--- src/rtl/mux_16x1_rr_pkg.sv ---
// mux_16x1_rr_pkg: shared constants, output-stage states and select helper
package mux_pkg;
    localparam int N_CH  = 16;
    localparam int SEL_W = 4;
    typedef enum logic {EMPTY = 1'b0, FULL = 1'b1} state_t;
    function automatic logic [SEL_W-1:0] wrap_inc(input logic [SEL_W-1:0] sel);
        return SEL_W'((32'(sel) + 1) % N_CH);
    endfunction
endpackage

--- src/rtl/mux_16x1_rr_pick.sv ---
// rr_pick16: finds the first requesting channel at or above ptr, wrapping 15->0
module rr_pick16
    import mux_pkg::*;
(
    input  logic [N_CH-1:0]  req,
    input  logic [SEL_W-1:0] ptr,
    output logic             any,
    output logic [SEL_W-1:0] idx,
    output logic [N_CH-1:0]  onehot
);
    logic [2*N_CH-1:0] dbl;
    logic [N_CH-1:0]   rot;
    logic [SEL_W-1:0]  off;
    assign dbl = {req, req} >> ptr;
    assign rot = dbl[N_CH-1:0];
    // lowest set bit of the rotated request vector is the offset from ptr
    always_comb begin
        off = '0;
        for (int i = N_CH - 1; i >= 0; i--)
            if (rot[i]) off = SEL_W'(i);
    end
    assign any    = |req;
    assign idx    = off + ptr;
    assign onehot = any ? N_CH'(1) << idx : '0;
endmodule

--- src/rtl/mux_16x1_rr.sv ---
// mux_16x1_rr: 16-channel round-robin collector into one registered tagged stream
module mux_16x1_rr
    import mux_pkg::*;
#(
    parameter int DW = 8
) (
    input  logic              clk,
    input  logic              rst,
    input  logic [N_CH-1:0]   req,
    input  logic [N_CH*DW-1:0] din,
    output logic [N_CH-1:0]   gnt,
    output logic              out_valid,
    output logic [DW-1:0]     out_data,
    output logic [SEL_W-1:0]  out_sel,
    input  logic              out_ready
);
    state_t           state, state_nxt;
    logic [SEL_W-1:0] ptr, idx;
    logic [N_CH-1:0]  onehot;
    logic             any, load, take;
    rr_pick16 u_pick (.req(req), .ptr(ptr), .any(any), .idx(idx), .onehot(onehot));
    assign out_valid = state == FULL;
    assign load      = ~out_valid | out_ready;
    assign take      = load & any;
    assign gnt       = (take & ~rst) ? onehot : '0;
    // output stage occupancy register
    always_ff @(posedge clk or posedge rst)
        if (rst) state <= EMPTY;
        else     state <= state_nxt;
    // refill on a grant, drain when the consumer takes the word and nobody asks
    always_comb begin
        state_nxt = state;
        if (load) state_nxt = any ? FULL : EMPTY;
    end
    // capture the granted word and move the search start past the winner
    always_ff @(posedge clk or posedge rst)
        if (rst) begin
            out_data <= '0;
            out_sel  <= '0;
            ptr      <= '0;
        end else if (take) begin
            out_data <= din[idx*DW +: DW];
            out_sel  <= idx;
            ptr      <= wrap_inc(idx);
        end
endmodule
--- config.mk ---
export PLATFORM = sky130hd
export DESIGN_NAME = mux_16x1_rr
export DESIGN_NICKNAME = d
export VERILOG_FILES = /design/src/rtl/mux_16x1_rr_pkg.sv /design/src/rtl/mux_16x1_rr_pick.sv /design/src/rtl/mux_16x1_rr.sv
export SDC_FILE = /design/constraint.sdc
export NUM_CORES = 1
export LEC_CHECK = 0
export BUFFER_PORTS_ARGS = -buffer_cell sky130_fd_sc_hd__buf_2
export CORE_AREA = 10 10 128 130
export DETAILED_ROUTE_END_ITERATION = 10
export DIE_AREA = 0 0 138 140
export HOLD_SLACK_MARGIN = 0.05
export RECOVER_POWER = 100
export SLEW_MARGIN = 20
export SYNTH_ARGS = -nofsm -noshare
export SYNTH_HDL_FRONTEND = slang
export SYNTH_HIERARCHICAL = 1
export SYNTH_SLANG_ARGS = --single-unit
--- constraint.sdc ---
create_clock -name clk -period 5 [get_ports clk]
set_input_delay 0 -clock clk [delete_from_list [all_inputs] [get_ports clk]]
set_output_delay 0 -clock clk [all_outputs]
set_load 0.02 [all_outputs]
==> results of run 1 <==
-- registers in the layout (all words and copies together), names as in the netlist --
| signal | count |
|---|---|
| ptr | 4 |
| out_valid | 1 |
| out_sel | 4 |
| out_data | 8 |
-- cells by family (layout without fill, tap and decap cells) --
kind of cell             count (synthesis)  after routing
AO/OA/AOI/OAI                           54             54
XOR/XNOR                                 6              7
adder cells (fa/ha/maj)                  5              5
buffers and inverters                   31            233
flip-flops                              17             17
multiplexers                           111            111
AND/OR/NAND/NOR                         93             93
-- cell type report --
type	instances	area (um2)
flip-flops and latches	17	427
well taps	180	225
inverters	8	43.8
fillers	1456	8880
clock buffers	3	75.1
clock inverters	1	7.51
multi-input cells	270	2870
repair buffers	221	1240
-- final timing paths --
path / to / slack, ns
setup / recovery: out_data[0] / 0.30
hold / removal: out_valid / 0.22
setup reg to reg: out_data[0] / 0.30
hold reg to reg: out_sel[1] / 0.49
max in group asynchronous: ptr[1] / 4.07
min in group asynchronous: out_data[0] / 0.43
-- metrics by stage --
step                instances  hold slack (ns)  setup TNS [ns]  util, %  cell area (um2)
floorplan                 317          -0.0739               0        -             3410
global placement          688            0.171          -0.224     34.1             4700
detailed placement        688            0.193          -0.694     34.1             4700
CTS                       693            0.222               0     34.9             4800
global route              700            0.250               0     35.5             4890
finish                    700            0.218               0     35.5             4890
-- metal layers --
| metal | global-route usage (%) | part of all wire [%] | vias up |
|---|---|---|---|
| met5 | 0 | 0 | - |
| met3 | 4.19 | 8.6 | 4 |
| met2 | 25.1 | 52 | 196 |
| li1 | - | - | 1694 |
| met4 | 1.61 | 0.43 | 0 |
| met1 | 15.2 | 39 | 1775 |
-- cells in the final DEF, fill, tap and decap left out, types with 2 or more instances in the layout --
| cell type | synthesis | layout |
|---|---|---|
| buf_2 | 10 | 146 |
| mux2i_1 | 45 | 44 |
| buf_4 | 0 | 39 |
| mux4_2 | 33 | 34 |
| nand2_1 | 31 | 31 |
| clkbuf_1 | 8 | 21 |
| and2_1 | 17 | 17 |
| mux4_1 | 17 | 16 |
| dfrtp_1 | 17 | 16 |
| mux2_2 | 16 | 15 |
| nor2_1 | 10 | 10 |
| a21oi_1 | 8 | 8 |
| clkbuf_2 | 0 | 8 |
| nand2b_1 | 7 | 7 |
| o21ai_0 | 4 | 7 |
| a2bb2oi_1 | 7 | 7 |
| nand3_1 | 6 | 6 |
| inv_1 | 7 | 6 |
| nor3_1 | 5 | 5 |
| a211oi_1 | 4 | 4 |
| nor4_1 | 4 | 4 |
| o21ai_1 | 6 | 3 |
| ha_1 | 4 | 3 |
| clkbuf_16 | 0 | 3 |
| buf_12 | 1 | 3 |
| nand4_1 | 3 | 3 |
| or2_2 | 3 | 3 |
| o22ai_1 | 3 | 3 |
| o211ai_1 | 3 | 3 |
| nor2b_1 | 2 | 2 |
| xor2_1 | 3 | 2 |
| xnor2_2 | 0 | 2 |
| buf_6 | 3 | 2 |
| and3_1 | 2 | 2 |
| a21o_1 | 2 | 2 |
-- repair_timing --
action | CTS | global route
hold buffers | 1 | 0
endpoints found under the hold margin | 17 | 0
pin swaps | 0 | 1
cloned | 0 | 1
setup endpoints to repair | 14 | 16
resized for setup | 2 | 11
buffers inserted | 0 | 6
-- worst max-delay path, cell delays in order, from the launching register on --
cell	delay (ns)
dfrtp_2	0.41
buf_6	0.17
mux4_2	0.54
mux2_2	0.30
o311ai_0	0.31
a211oi_1	0.11
o31a_1	0.32
o31ai_2	0.20
ha_2	0.22
inv_1	0.05
fa_1	0.43
xor2_2	0.17
bufinv_8	0.21
buf_12	0.15
mux4_2	0.51
mux2i_1	0.16
nor2_1	0.05
a221o_1	0.26
==> key figures, run 1 <==
Routing
  • Final ANT Viol Nets: 0
  • First drt pass iteration count: 6
  • Vias/cell: 5.24
  • Iter 0 DRT Violations: 208
  • Via count: between 3000 and 4000
  • Final Routed Wirelength: ~14000 um
  • Routed len/inst: 20.2 um
  • DRC errors left: 0

Placement
  • Pre-CTS setup slack: -0.149 ns
  • I/O Buffers: 175
  • Final GP Congestion: 0.926
  • HPWL Detailed: about 12000 um

Setup path
  • CP required: a little over 5 ns
  • CP Capture Type: flop
  • Worst reg-to-reg path cell count: 17
  • Critical path type: flop to flop
  • Maximum fanout along the worst path: 15
  • Startpoint type of the worst setup path: flop
  • Worst Path Arrival: 4.84 ns
  • Critical path launch point: ptr[1]
  • Worst reg2reg path startpoint: ptr[1]

Die
  • Core Box Area: between 10000 and 15000 um2
  • Die height: 140 um
  • Standard-cell rows: 43
  • Die outline width: 138 um
  • IO Count: 176
  • Initial Util: 24.7%
  • Die ar.: approximately 19000 um2

Job
  • Max Cap Viol: 0

Logic synthesis
  • Multiplexer share of the synthesized area: between 50% and 60%
  • Share of Yosys cell area claimed by the top area cell type: 21.8%
  • Sequential cell area fraction in the yosys report: roughly an eighth
  • Synth cell types: 55
  • Synth top cells by count: mux2i_1 (45), mux4_2 (33), nand2_1 (31)
  • Ys flop type: dfrtp_1
  • XOR/XNOR share of the synthesized area: 1.54%
  • Ranking of synthesized cells by area: mux4_2 (22%), mux2i_1 (13%), mux4_1 (13%), dfrtp_1 (12%), mux2_2 (5.3%)
  • Combinational family with the most area after synthesis: multiplexers
  • Flops & latches, synth: 17
  • Synth Area in Compound Gates: 11.8%
  • Post-synthesis cell count: 317
  • Syn_nets: about 470
  • Post-Synth Simple-Gate Area: 13.7%
  • Post-Syn Area per Cell: about 11 um2
  • Share of synthesized cell area in full adder, half adder and majority cells: 2.06%
  • Post-Syn Area: 3410 um2
  • Cell accounting for the most synthesized area: mux4_2
  • Post-synth EDFFs: 0
  • Most numerous cell in the Yosys netlist: mux2i_1
  • YS warnings: 6
  • Async SR Flop Fraction: 100%

Timing
  • Worst slew pin tran: 0.718 ns
  • Peak Freq: 213 MHz
  • Slew Limit Headroom: 52.1%
  • Slew Viols, Final: 0
  • Crit share post-route: 94.0%
  • Final Skew: 0.00205 ns
  • RSZ-0062 raised after global routing: false
  • Final hold violations: 0
  • Minimum setup slack in the final design: ~0.3 ns
  • Min cycle time layout: 4.70 ns
  • # setup viols final: 0

Clock tree
  • # clock sinks: 17
  • CTS max path bufs: 2
  • Root Buffer: clkbuf_16
  • Register clock-pin slew on the reported worst setup and hold paths: 0.06 ns
  • CTS buffer count: 3
  • Htree depth: 1
  • Skew-Pair Late Insertion Delay: 0.25 ns
  • CTS tree: done

Min path
  • Hold path cells: 3
  • Worst hold path class: primary input to flop
  • Hold Path Origin: out_ready

Global route
  • Global-route wire length before repair: 21800 um
  • Number of antenna violations at the first check in global routing: 0
  • Gr ovfl total: 0
  • GRT Overall Usage: 13.5%
  • Vias in the first global route: 4026
  • Largest net degree at the start of global routing: 24

Status
  • Outcome: complete, no violations

Layout
  • Antenna cells: 0
  • Area delta synth->final: 43.6%
  • Final net count: 673
  • Layout cell share with drive strength beyond 1: 51.7%
Power of run 1 is not shown: default switching activity piles up to over one toggle a cycle in this logic, so the estimate is an artifact.
==> run 2: changes to the inputs <==
--- a/config.mk
+++ b/config.mk
@@ -6,9 +6,9 @@
 export NUM_CORES = 1
 export LEC_CHECK = 0
 export BUFFER_PORTS_ARGS = -buffer_cell sky130_fd_sc_hd__buf_2
-export CORE_AREA = 10 10 128 130
+export CORE_AREA = 2 2 120 122
 export DETAILED_ROUTE_END_ITERATION = 10
-export DIE_AREA = 0 0 138 140
+export DIE_AREA = 0 0 122 124
 export HOLD_SLACK_MARGIN = 0.05
 export RECOVER_POWER = 100
 export SLEW_MARGIN = 20
==> run 2 against run 1 <==
  * Register-to-register slack hardly changed
  * Highest routed layer unchanged
  * Clock skew is 0.0053 ns higher
  * Critical path depth is 1 lower
  * Sequential cell count stayed put
  * Final cell count is 4.6% lower
  * Critical path type unchanged
  * Hold slack worse by 0.032 ns
==> key figures, run 2 (synthesized netlist as in run 1, its figures left out) <==
Status
  • Outcome: complete, no violations

Routing
  • Routed len/inst: 18.2 um
  • Vias/cell: 5.25
  • Final ANT Viol Nets: 0
  • Via count: 3506
  • DRC errors left: 0
  • Iter 0 DRT Violations: ~220
  • Final Routed Wirelength: ~12000 um
  • First drt pass iteration count: 4

Global route
  • Vias in the first global route: 3536
  • Global routing usage on met2: between 30 and 40%
  • GRT met1 Usage: 18.5%
  • Gr ovfl total: 0
  • GRT met3 Usage: 2.29%
  • Largest net degree at the start of global routing: 34
  • Number of antenna violations at the first check in global routing: 0
  • GR peak layer: met2
  • Global-route wire length before repair: 18500 um
  • GRT Overall Usage: between 10% and 20%

Die
  • Die height: 124 um
  • Die outline width: between 100 and 150 um
  • Initial Util: 24.8%
  • Standard-cell rows: 43
  • Core Box Area: roughly 14000 um2
  • IO Count: between 150 and 200
  • Die ar.: between 15000 and 20000 um2

Job
  • Max Cap Viol: 0

Setup path
  • Worst reg-to-reg path cell count: 16
  • CP required: 5.14 ns
  • Worst reg2reg path startpoint: ptr[1]
  • CP Capture Type: flop
  • Maximum fanout along the worst path: 28
  • Worst Path Arrival: ~4.9 ns
  • Startpoint type of the worst setup path: flop
  • Reg-to-reg setup timing slack: roughly 0.28 ns
  • R2R Path End: out_data[7]
  • Critical path type: flop to flop

Timing
  • # setup viols final: 0
  • Minimum setup slack in the final design: ~0.28 ns
  • Slew Limit Headroom: 49.1%
  • Crit share post-route: between 90% and 100%
  • Peak Freq: ~210 MHz
  • Fin Setup TNS: 0 ns
  • Final Skew: 0.00739 ns
  • Final hold violations: 0
  • Min cycle time layout: 4.72 ns
  • Worst slew pin tran: roughly 0.76 ns
  • Slew Viols, Final: 0
  • Hold Worst Slack: ~0.19 ns

Layout
  • Filler cell count: 1430
  • Most frequent cells in the layout: buf_2 (160), mux2i_1 (44), mux4_2 (33), nand2_1 (31)
  • Layout cell share with drive strength beyond 1: 49.2%
  • Area delta synth->final: 35.0%
  • Most common cell after layout, fill and taps aside: buf_2
  • Largest registers: out_data (8), out_sel (4), ptr (4)
  • Max reg flops: 8
  • Antenna cells: 0
  • Largest Register: out_data
  • Final net count: 641

Placement
  • Pre-CTS setup slack: 0.138 ns
  • Final GP Congestion: 0.842
  • HPWL Detailed: 10200 um
  • I/O Buffers: 175

Min path
  • Hold Path Origin: out_ready
  • Worst hold path class: primary input to flop
  • Hold path cells: 3
  • Hold EP: out_valid

Clock tree
  • # clock sinks: 17
  • CTS max path bufs: 2
  • Register clock-pin slew on the reported worst setup and hold paths: 0.06 ns
  • CTS buffer count: 3
  • CTS tree: done
  • Htree depth: 1
  • Skew-Pair Late Insertion Delay: 0.25 ns
  • Root Buffer: clkbuf_16
run 2: cell types whose count changed in the layout (fill, tap and decap cells not counted), moves of 2 or more:
cell and delta:
clkbuf_1 -6, o21ai_1 +3, o21ai_0 -3, clkbuf_2 -8
buf_6 -2, buf_2 +14, buf_4 -28
run 2: layer usage:
| metal | share of wire (%) | wire length, um |
|---|---|---|
| met1 | 38 | 4670 |
| met2 | 54 | 6520 |
| met3 | 6.7 | 815 |
| met4 | 1.2 | 141 |
| met5 | 0 | 0 |
run 2: repair_timing:
item	in CTS	in global routing
setup buffers	0	1
gates resized for setup	0	3
hold buffers	1	0
endpoints found under the hold margin	17	0
endpoints found under the setup margin	0	23
run 2: critical path, stage by stage (launching register included):
cell and delay, ns:
dfrtp_2 0.46, buf_12 0.18, mux4_1 0.63, mux2_2 0.31, o32a_1 0.20, a311oi_1 0.34, o2bb2a_1 0.21, o21a_1 0.15
ha_1 0.24, a21o_1 0.18, a21oi_1 0.24, xnor2_1 0.23, xnor2_2 0.18, buf_12 0.23, mux4_2 0.51, mux2i_1 0.20
o21ai_1 0.08
run 2: area by class of cell:
cell class	count	area, um2	share of cell area, %
clock buffers	3	75.1	1.63
inverters	8	30.0	0.653
well taps	180	225	4.90
multi-input cells	269	2830	61.5
clock inverters	1	5.00	0.109
repair buffers	190	1010	22.0
flip-flops and latches	17	427	9.28
run 2: through the flow:
| step | instances | cell area (um2) | utilization [%] |
|---|---|---|---|
| 6_report | 668 | 4600 | 33.5 |
| 5_1_grt | 668 | 4600 | 33.5 |
| 4_1_cts | 667 | 4600 | 33.6 |
| 3_5_place_dp | 662 | 4510 | 32.9 |
| 3_3_place_gp | 662 | 4510 | 32.9 |
| 2_1_floorplan | 317 | 3410 | - |
run 2: how the worst max path moves through the flow:
| stage | start | end | cells past startpoint |
|---|---|---|---|
| 4_1_cts | ptr[1] | out_data[2] | 12 |
| 3_5_place_dp | ptr[1] | out_data[2] | 12 |
| 2_1_floorplan | ptr[3] | out_data[0] | 18 |
| 5_1_grt | ptr[1] | out_data[0] | 17 |
| 6_report | ptr[1] | out_data[7] | 16 |
| 3_3_place_gp | ptr[1] | out_data[2] | 12 |
Power of run 2 is left out for the same reason.
==> run 3: changes to the inputs <==
--- a/config.mk
+++ b/config.mk
@@ -10,6 +10,7 @@
 export DETAILED_ROUTE_END_ITERATION = 10
 export DIE_AREA = 0 0 122 124
 export HOLD_SLACK_MARGIN = 0.05
+export PLACE_DENSITY = 0.47
 export RECOVER_POWER = 100
 export SLEW_MARGIN = 20
 export SYNTH_ARGS = -nofsm -noshare
==> constraint.sdc (replaced) <==
create_clock -name clk -period 4.76 [get_ports clk]
set_input_delay 0 -clock clk [delete_from_list [all_inputs] [get_ports clk]]
set_output_delay 0 -clock clk [all_outputs]
set_load 0.02 [all_outputs]
==> run 3 against run 2 <==
  * Non-clock buffer count is 7 higher
  * Sequential share of layout area is 0.090 points lower
  * Fmax is 4.6% higher
  * Sequential cell count stayed put
  * First-iteration DRC count is 61% lower
  * Hold slack better by 0.016 ns
  * Clock-buffer cell count stayed put
==> key figures, run 3 (synthesized netlist as in run 1, its figures left out) <==
Die
  • Die outline width: 122 um
  • IO Count: 176
  • Initial Util: between 20% and 30%
  • Core Box Area: 13700 um2
  • Standard-cell rows: 43
  • Die ar.: 15100 um2
  • Die height: 124 um

Routing
  • Routed len/inst: between 15 and 20 um
  • DRC errors left: 0
  • Via count: 3470
  • Vias/cell: 5.14
  • First drt pass iteration count: 4
  • Iter 0 DRT Violations: just under 90
  • Final Routed Wirelength: 12300 um
  • Final ANT Viol Nets: 0

Min path
  • Hold Path Origin: out_ready
  • Hold EP: out_valid
  • Hold path cells: 3
  • Worst hold path class: primary input to flop

Setup path
  • Worst reg-to-reg path cell count: 17
  • Startpoint type of the worst setup path: flop
  • Critical path type: flop to flop
  • Worst reg2reg path startpoint: ptr[1]
  • Reg-to-reg setup timing slack: 0.25 ns
  • CP Capture Type: flop
  • Worst Path Arrival: 4.62 ns
  • CP required: 4.88 ns
  • Maximum fanout along the worst path: 15
  • R2R Path End: out_data[6]

Timing
  • Final hold violations: 0
  • Crit share post-route: 94.7%
  • # setup viols final: 0
  • Peak Freq: 222 MHz
  • RSZ-0062 raised after global routing: false
  • Worst slew pin tran: between 0.7 and 0.8 ns
  • Final Skew: 0.00142 ns
  • Slew Viols, Final: 0
  • Min cycle time layout: 4.51 ns
  • Hold Worst Slack: approximately 0.2 ns
  • Slew Limit Headroom: 52.8%
  • Fin Setup TNS: 0 ns

Clock tree
  • CTS tree: done
  • # clock sinks: 17
  • CTS buffer count: 3
  • Register clock-pin slew on the reported worst setup and hold paths: roughly 0.060 ns
  • Skew-Pair Late Insertion Delay: about 0.25 ns
  • Root Buffer: clkbuf_16
  • Htree depth: 1
  • CTS max path bufs: 2

Layout
  • Area delta synth->final: 36.8%
  • Filler cell count: 1428
  • Post-route cell area: 4660 um2
  • Multi-input logic area: 2830 um2
  • Most common cell after layout, fill and taps aside: buf_2
  • Reg area: 428 um2
  • Most frequent cells in the layout: buf_2 (158), mux2i_1 (43), mux4_2 (40), nand2_1 (31)
  • Antenna cells: 0
  • Final net count: around 650
  • Layout cell share with drive strength beyond 1: 52.5%
  • Largest registers: out_data (8), out_sel (4), ptr (4)
  • Largest Register: out_data
  • Max reg flops: 8

Placement
  • Placed inst area: approximately 4600 um2
  • Final GP Congestion: 0.861
  • I/O Buffers: ~180
  • HPWL Detailed: roughly 10000 um

Global route
  • Vias in the first global route: 3655
  • GRT Overall Usage: 16.0%
  • Largest net degree at the start of global routing: 21
  • Global-route wire length before repair: around 19000 um
  • Number of antenna violations at the first check in global routing: 0
  • Gr ovfl total: 0

Job
  • Max Cap Viol: 0

Status
  • Outcome: complete, no violations
==> run 3: cell types whose count changed in the layout (fill, tap and decap cells not counted), sizes merged <==
cell	change
clkinvlp	+1
clkinv	-1
clkbuf	+2
buf	+5
==> run 3: stage by stage <==
step	cells	utilization, %	setup slack [ns]
final	675	34.0	0.253
after detailed placement	669	33.3	0.0522
after floorplan	317	-	0.206
after CTS	674	34.0	0.0215
after global routing	675	34.0	0.00548
after global placement	669	33.3	0.0877
==> run 3: worst max-delay path by stage <==
stage,startpoint,end,slack [ns],cells past startpoint
global route,ptr[1],out_data[0],0.005,17
detailed placement,ptr[1],out_data[6],0.05,17
CTS,ptr[1],gnt[0],0.02,18
finish,ptr[1],out_data[6],0.25,17
global placement,ptr[1],out_data[6],0.09,17
floorplan,ptr[3],out_data[0],0.21,18
==> run 3: worst max-delay path: stages, from the launching register on <==
cell and delay [ns]:
dfrtp_2 0.44, buf_12 0.18, mux4_2 0.55, mux2_2 0.30, a211oi_1 0.21, a21oi_1 0.07, o31a_1 0.32, o31ai_2 0.20
ha_2 0.22, inv_1 0.05, fa_1 0.43, xor2_2 0.17, inv_2 0.10, buf_4 0.23, mux4_1 0.32, mux2i_1 0.16
a2bb2oi_1 0.30, o21ai_0 0.13
==> run 3: what timing repair did <==
action,CTS,global route
setup buffers,0,1
endpoints found under the hold margin,17,0
hold buffers,1,0
endpoints found under the setup margin,0,24
gates resized for setup,0,18
==> run 3: layout make-up <==
class	instances	area share (%)
clock buffer	3	1.61
clock inverter	1	0.161
inverter	8	0.645
multi-input combinational	269	60.7
sequential	17	9.19
tap	180	4.83
timing repair buffer	197	22.9
==> run 3: per-layer routing <==
layer	track usage [%]	up-vias	share of wire [%]
met4	1.58	0	0.46
met1	17.6	1707	37
met2	32.5	132	56
met5	0	-	0
met3	2.79	6	6.1
li1	-	1625	-
Power of run 3 is left out for the same reason.
